===== config.mk =====
export PLATFORM = sky130hd
export DESIGN_NAME = addsub_multicycle_flat
export DESIGN_NICKNAME = d
export VERILOG_FILES = /design/src/rtl/addsub_multicycle_if.sv /design/src/rtl/addsub_multicycle.sv /design/src/flat_wrapper.sv
export SDC_FILE = /design/constraint.sdc
export NUM_CORES = 1
export LEC_CHECK = 0
export BUFFER_PORTS_ARGS = -buffer_cell sky130_fd_sc_hd__buf_2
export CORE_MARGIN = 4
export CORE_UTILIZATION = 45
export DETAILED_ROUTE_END_ITERATION = 10
export PLACE_DENSITY = 0.66
export RECOVER_POWER = 25
export SETUP_SLACK_MARGIN = 0.05
export SLEW_MARGIN = 5
export SYNTH_ARGS = -nofsm -noshare
export SYNTH_HDL_FRONTEND = slang
export SYNTH_SLANG_ARGS = --single-unit

===== constraint.sdc =====
create_clock -name clk_i -period 3.7 [get_ports clk_i]
set_input_delay 1.11 -clock clk_i [delete_from_list [all_inputs] [get_ports clk_i]]
set_output_delay 1.11 -clock clk_i [all_outputs]
set_load 0.02 [all_outputs]

===== src/rtl/addsub_multicycle_if.sv =====
// Request/response bundle for addsub_multicycle.
//   master : request source and result consumer (drives valid_i, op_i, M_i, N_i, ready_i)
//   slave  : the add/sub engine (drives ready_o, valid_o, result_o, overflow_o, zero_o)
// result_o[WIDTH] is carry-out for add, borrow for subtract.
interface addsub_multicycle_if #(
  parameter int WIDTH = 16
);
  logic             valid_i;
  logic             ready_o;
  logic             op_i;
  logic [WIDTH-1:0] M_i;
  logic [WIDTH-1:0] N_i;
  logic             valid_o;
  logic             ready_i;
  logic [WIDTH:0]   result_o;
  logic             overflow_o;
  logic             zero_o;

  modport master (
    output valid_i, op_i, M_i, N_i, ready_i,
    input  ready_o, valid_o, result_o, overflow_o, zero_o
  );

  modport slave (
    input  valid_i, op_i, M_i, N_i, ready_i,
    output ready_o, valid_o, result_o, overflow_o, zero_o
  );
endinterface


===== src/rtl/addsub_multicycle.sv =====
// Multi-cycle ripple adder/subtractor: processes CHUNK bits per clock,
// WIDTH/CHUNK cycles per operation, valid/ready handshake on both sides.
//   clk_i  : rising-edge clock
//   rst_ni : synchronous active-low reset
//   bus    : addsub_multicycle_if.slave (request in, result out)
module addsub_multicycle #(
  parameter int WIDTH = 16,
  parameter int CHUNK = 4
) (
  input  logic                clk_i,
  input  logic                rst_ni,
  addsub_multicycle_if.slave  bus
);
  localparam int NCHUNK = WIDTH / CHUNK;
  localparam int IW     = (NCHUNK > 1) ? $clog2(NCHUNK) : 1;

  if (CHUNK < 1 || CHUNK > WIDTH || (WIDTH % CHUNK) != 0) begin : g_bad_param
    $error("addsub_multicycle: WIDTH must be a positive multiple of CHUNK");
  end

  typedef enum logic [1:0] {IDLE, CALC, DONE} state_t;

  state_t           state_q;
  logic [WIDTH-1:0] m_q;
  logic [WIDTH-1:0] n_q;     // already inverted for subtract
  logic [WIDTH-1:0] acc_q;   // working sum, chunks fill in LSB first
  logic [WIDTH-1:0] res_q;   // last completed result, only updated on completion
  logic [IW-1:0]    idx_q;
  logic             op_q;
  logic             carry_q;
  logic             cout_q;
  logic             ovf_q;
  logic             zero_q;

  logic [CHUNK-1:0] a_c;
  logic [CHUNK-1:0] b_c;
  logic [CHUNK:0]   sum_c;
  logic             msb_cin;
  logic             last_c;
  logic [WIDTH-1:0] acc_next;
  int               base;

  always_comb begin
    base     = int'(idx_q) * CHUNK;
    a_c      = m_q[base +: CHUNK];
    b_c      = n_q[base +: CHUNK];
    sum_c    = {1'b0, a_c} + {1'b0, b_c} + {{CHUNK{1'b0}}, carry_q};
    // carry into the chunk MSB recovered from the MSB sum bit
    msb_cin  = a_c[CHUNK-1] ^ b_c[CHUNK-1] ^ sum_c[CHUNK-1];
    last_c   = (idx_q == IW'(NCHUNK - 1));
    acc_next = acc_q;
    acc_next[base +: CHUNK] = sum_c[CHUNK-1:0];
  end

  always_ff @(posedge clk_i) begin
    if (!rst_ni) begin
      state_q <= IDLE;
      m_q     <= '0;
      n_q     <= '0;
      acc_q   <= '0;
      res_q   <= '0;
      idx_q   <= '0;
      op_q    <= 1'b0;
      carry_q <= 1'b0;
      cout_q  <= 1'b0;
      ovf_q   <= 1'b0;
      zero_q  <= 1'b0;
    end else begin
      case (state_q)
        IDLE: if (bus.valid_i) begin
          m_q     <= bus.M_i;
          n_q     <= bus.op_i ? ~bus.N_i : bus.N_i;
          op_q    <= bus.op_i;
          carry_q <= bus.op_i;  // +1 completes the two's-complement negate
          idx_q   <= '0;
          state_q <= CALC;
        end
        CALC: begin
          acc_q   <= acc_next;
          carry_q <= sum_c[CHUNK];
          idx_q   <= idx_q + 1'b1;
          if (last_c) begin
            state_q <= DONE;
            idx_q   <= '0;
            res_q   <= acc_next;
            cout_q  <= sum_c[CHUNK] ^ op_q;  // subtract: borrow = !carry
            ovf_q   <= msb_cin ^ sum_c[CHUNK];
            zero_q  <= (acc_next == '0);
          end
        end
        DONE: if (bus.ready_i) state_q <= IDLE;
        default: state_q <= IDLE;
      endcase
    end
  end

  assign bus.ready_o    = (state_q == IDLE) && rst_ni;
  assign bus.valid_o    = (state_q == DONE);
  assign bus.result_o   = {cout_q, res_q};
  assign bus.overflow_o = ovf_q;
  assign bus.zero_o     = zero_q;
endmodule


===== src/flat_wrapper.sv =====
// flat-port wrapper written by rule: the top's interface ports become plain ports
module addsub_multicycle_flat 
#(
  parameter int WIDTH = 16,
  parameter int CHUNK = 4
)
  (clk_i, rst_ni, bus_valid_i, bus_op_i, bus_M_i, bus_N_i, bus_ready_i, bus_ready_o, bus_valid_o, bus_result_o, bus_overflow_o, bus_zero_o);
  addsub_multicycle_if #(.WIDTH(WIDTH)) bus_i ();
  input  logic clk_i;
  input  logic rst_ni;
  input wire logic [$bits(bus_i.valid_i)-1:0] bus_valid_i;
  input wire logic [$bits(bus_i.op_i)-1:0] bus_op_i;
  input wire logic [$bits(bus_i.M_i)-1:0] bus_M_i;
  input wire logic [$bits(bus_i.N_i)-1:0] bus_N_i;
  input wire logic [$bits(bus_i.ready_i)-1:0] bus_ready_i;
  output wire logic [$bits(bus_i.ready_o)-1:0] bus_ready_o;
  output wire logic [$bits(bus_i.valid_o)-1:0] bus_valid_o;
  output wire logic [$bits(bus_i.result_o)-1:0] bus_result_o;
  output wire logic [$bits(bus_i.overflow_o)-1:0] bus_overflow_o;
  output wire logic [$bits(bus_i.zero_o)-1:0] bus_zero_o;
  assign bus_i.valid_i = bus_valid_i;
  assign bus_i.op_i = bus_op_i;
  assign bus_i.M_i = bus_M_i;
  assign bus_i.N_i = bus_N_i;
  assign bus_i.ready_i = bus_ready_i;
  assign bus_ready_o = bus_i.ready_o;
  assign bus_valid_o = bus_i.valid_o;
  assign bus_result_o = bus_i.result_o;
  assign bus_overflow_o = bus_i.overflow_o;
  assign bus_zero_o = bus_i.zero_o;
  addsub_multicycle #(.WIDTH(WIDTH), .CHUNK(CHUNK)) u_core (.clk_i(clk_i), .rst_ni(rst_ni), .bus(bus_i));
endmodule

Word-level counts from Yosys, hierarchy flattened. Cells that the tools add are included.

Flip-flop bits (word level): 73. Input bits: 37. Output and inout port bits: 21. Word-level logic and storage cells: 49.

Add/subtract/negate cells: 4. Eq/ne operators: 6. Shifts and indexed selects: 4. Muxes and demuxes: 11. Bitwise operators: 5. Reductions and logical operators: 8.

Operators by type and width (number): 4-bit negator with 33-bit output (1); 4-bit by 33-bit variable shift with 16-bit output, first input constant (1); 4-bit by 33-bit indexed part select with 16-bit output (1); 16-bit by 5-bit indexed part select with 4-bit output (2); 16-bit bitwise mux (1); 16-bit zero test (1); 16-bit two-way mux (1); 16-bit NOT (1); 2-bit two-way mux (5); 2-bit one-hot mux with 3 select lines (1); 2-bit AND reduction (3); 4-bit by 4-bit adder with 5-bit output (1); 5-bit by 1-bit adder with 5-bit output (1); 2-bit equality test, second input constant (2); 2-bit inequality test, second input constant (2); 2-bit one-hot mux with 2 select lines (1); 1-bit XOR (4); 3-bit AND reduction (1); 2-bit by 1-bit adder with 2-bit output, second input constant (1); 2-bit by 1-bit equality test with 1-bit output, second input constant (1); 2-bit zero test (1); 2-bit by 1-bit inequality test with 1-bit output, second input constant (1); 1-bit one-hot mux with 2 select lines (1); 2-bit nonzero test (1); other kinds (2) (2).

Longest topological paths before layout.
Depth after elaboration: 6. Mapped depth: 11. Gate-level depth less buffers: 10.

Least setup slack after synthesis. Ideal clock, no wire load.

Path type: register to register. Start point: register u_core.idx_q[0]. End point: register u_core.zero_q (netlist: u_core.bus.zero_o). Setup time: 127 ps. Data arrival time: 2885 ps. Path slack: 688 ps. Stages on the path, launching flop included: 12. Path buffers: 1. Period minus slack after synthesis: 3012 ps. Cells stage by stage: dfxtp_1 buf_2 mux4_2 fa_1 inv_1 fa_1 nor2_1 a31oi_1 and4_1 and4bb_1 nand4_1 o31ai_2.

Word-level cells in the longest chain between the ends: 6. Elaborated cells between the ends (all ways): 11. Classes of those cells: add/sub: 3; eq/ne: 1; shift: 4; mux: 1; reduce/logical: 2.

Ends and longest elaborated chain: start: declaration (RTL line addsub_multicycle.sv:28) `logic [IW-1:0] idx_q;`; start signal: assignment (RTL line addsub_multicycle.sv:81) `idx_q <= idx_q + 1'b1;`; 16-bit by 5-bit indexed part select with 4-bit output (on tied branches) (RTL line addsub_multicycle.sv:45, addsub_multicycle.sv:46); 4-bit by 4-bit adder with 5-bit output (RTL line addsub_multicycle.sv:47) `sum_c = {1'b0, a_c} + {1'b0, b_c} + {{CHUNK{1'b0}}, carry_q};`; 5-bit by 1-bit adder with 5-bit output (RTL line addsub_multicycle.sv:47); 4-bit by 33-bit indexed part select with 16-bit output (RTL line addsub_multicycle.sv:52) `acc_next[base +: CHUNK] = sum_c[CHUNK-1:0];`; 16-bit bitwise mux (RTL line addsub_multicycle.sv:52); 16-bit zero test (RTL line addsub_multicycle.sv:88) `zero_q <= (acc_next == '0);`; end signal: assignment (RTL line addsub_multicycle.sv:88); end: declaration (RTL line addsub_multicycle.sv:33) `logic zero_q;`.

Parallel ways exist; a longest one is shown, timed or not. A chain may end at the register's enable or synchronous reset.

Final worst setup path.
Start point: register u_core.idx_q[1]. End point: register u_core.zero_q (netlist: u_core.bus.zero_o).

The elaborated chain is that of the path after synthesis.

==> reports/results.tsv <==
metric	value	unit
status	finished clean	
first-pass GRT wire length	12.46	mm
grt total ovfl	0	
fraction of layout cells with a size suffix above 1	17.16	%
drt wl/cell	14.10	um
non-filler cells, final	536	
ANT cells	0	
simple-gate share of the synthesized area	18.34	%
Startpoint Class	register	
Crit Path Category	register to register	
Syn Area/Cell	8.827	um^2
r2r startpoint	u_core.idx_q[1]	
combinational family with the most area after synthesis	compound AO/OA/AOI/OAI gates	
port bufs	57	
detailed-route DRC error count	0	
Compound-Gate Fraction of Synth Area	18.70	%
unrepaired setup endpoints after global routing	no	
proportion of synthesized area in mux cells	5.302	%
Die Y	94.90	um
largest net degree at the start of global routing	73	
area share of xor/xnor cells in the synthesized design	5.155	%
Worst-Margin Slew	1443	ps
Nets	480	
Crit. Startpoint	u_core.idx_q[1]	
routability cong.	0.8898	
H-tree depth	3	
CP required	3930	ps
fraction of registers with async set/reset	0	%
Synth Instances	385	
Top FF cell, synth	dfxtp_1	
Critical Path AT	3270	ps
Core Region	7292	um^2
Inst Count DP	520	
HPWL Detailed	5.342	mm
Slew Limit Fails	0	
Die ar.	9006	um^2
commonest non-fill, non-tap cell in the layout	dfxtp_1	
CP Capture Point	u_core.bus.zero_o	
total of max-cap violations	0	
vias in the first global route	2714	
Clock Sinks	73	
GRT Util Overall	17.77	%
syn nets	433	
max_slew headroom	3.825	%
Syn-to-layout area delta	16.83	%
flops & latches, synth	73	
Fillers	733	
CP Capture Type	register	
r2r endpoint	u_core.bus.zero_o	
worst reg2reg path depth	10	
f_max	328.8	MHz
Multi-input gate area	1767	um^2
Post-Synth Adder-Cell Area	4.492	%
cts repair resizes	0	
flop2flop setup slack	660	ps
post-synthesis cell type count	40	
Post-synth EDFFs	0	
clk_lat worst skew	340	ps
CTS buffer count	9	
FP Rows	31	
WHS	452.8	ps
worst hold path class	register to register	
P_leak	1.531	nW
ANT nets after route	0	
PwrDens	482.0	nW/um^2
Tcrit/Tclk final	82.20	%
worst slack, placed	650.0	ps
critical-path maximum fanout	8	
fin crit period	3042	ps
CTS tree	yes	
Seq. cell area	1461	um^2
Clock transition at path regs	80	ps
Final WS setup	658.5	ps
drt via density	5.293	
initial antenna violation count	0	
VDD IR max	0.1982	mV
Chip Width	94.90	um
most frequent cells in the layout	73 x dfxtp_1, 60 x nor2_1, 48 x nand2_1	
Fin. Hold Viols	0	
setup violators final	0	
Ys Warns	0	
I/O pin cnt	58	
Initial DRC Count	73	
area of the mapped netlist	3398	um^2
Setup TNS	0	ps
CTS Root Cell	clkbuf_8	
effective utilization at floorplan	46.60	%
hold_buf cts	0	
drt first pass iters	4	
postcts setup bufs	0	
maximum root-to-sink buffer count	2	
drt total wl	7.560	mm
via count	2837	
Setup Skew	7.243	ps
sequential element share of the synthesized area	43.00	%
==> metal layers <==
metal | vias to the layer above | share of wire, % | routed length (um) | global-route usage, %
li1 | 1437 | - | - | -
met1 | 1306 | 45 | 3397 | 22.44
met2 | 80 | 48 | 3596 | 29.07
met3 | 14 | 5.5 | 415 | 3.745
met4 | 0 | 2.0 | 150 | 8.053
met5 | - | 0 | 0 | 0
==> cell usage after synthesis, types with 2 or more instances <==
master	instances	share of area [%]
ha_1	9	3.3
a21oi_1	21	3.1
inv_1	13	1.4
a22oi_1	3	0.66
nor2b_1	14	2.6
xnor2_1	17	4.4
nand2_1	48	5.3
fa_1	2	1.2
a211oi_1	42	9.3
xor2_1	3	0.77
clkbuf_1	18	2.0
buf_4	2	0.44
o21ai_0	2	0.29
a31oi_1	8	1.5
nor3_1	5	0.74
mux4_2	8	5.3
o22ai_1	2	0.37
nor2_1	60	6.6
nand2b_1	3	0.55
nand3_1	4	0.59
and4bb_1	2	0.74
and2_1	3	0.55
buf_2	7	1.0
dfxtp_1	73	43
==> cell type report <==
cell class	instances	share of cell area (%)
clock inverters	5	2.584
repair buffers	63	8.100
clock buffers	11	3.561
inverters	14	1.324
well taps	99	3.120
multi-input cells	271	44.50
flip-flops and latches	73	36.81
==> sequential cells by signal (all words and copies together), names as in the netlist <==
signal,count
u_core.acc_q,16
u_core.bus.overflow_o,1
u_core.bus.zero_o,1
u_core.carry_q,1
u_core.cout_q,1
u_core.idx_q,2
u_core.m_q,16
u_core.n_q,16
u_core.op_q,1
u_core.res_q,16
u_core.state_q,2
==> worst min path at each step <==
stage	slack, ps	start	to	cells after the start
after detailed placement	450	u_core.cout_q	u_core.cout_q	2
after CTS	460	u_core.cout_q	u_core.cout_q	2
after floorplan	430	u_core.cout_q	u_core.cout_q	2
after global placement	440	u_core.cout_q	u_core.cout_q	2
final	450	u_core.cout_q	u_core.cout_q	2
after global routing	480	u_core.m_q[9]	u_core.m_q[9]	2
==> per-stage QoR <==
stage               power [mW]  util [%]  instance area [um^2]
finish                   1.913     54.44                  3970
global placement         1.163     51.39                  3747
detailed placement       1.169     51.39                  3747
floorplan                1.088         -                  3398
CTS                      1.924     54.74                  3991
global route             1.995     54.44                  3970
==> worst max-delay path, stage by stage, from the launching register on <==
cell and delay (ps):
dfxtp_1 510, mux4_2 560, fa_1 400, inv_1 80, fa_1 430, nor2_1 220
a31oi_1 160, and4_1 200, and4bb_1 200, nand4_1 110, o31ai_2 60
==> where the power goes <==
group | leakage (nW) | internal, mW | total (mW) | switching [mW]
Combinational | 0.814 | 0.125 | 0.296 | 0.171
Clock | 0.120 | 0.466 | 0.761 | 0.296
Sequential | 0.598 | 0.831 | 0.856 | 0.0254
Total | 1.53 | 1.42 | 1.91 | 0.492
==> cell families after synthesis <==
logic type,count (synthesis)
simple gates,142
compound gates,90
flops,73
buf+inv,41
xor+xnor,20
fa+ha+maj,11
mux,8
No activity file was read; power rests on OpenSTA's default activity.
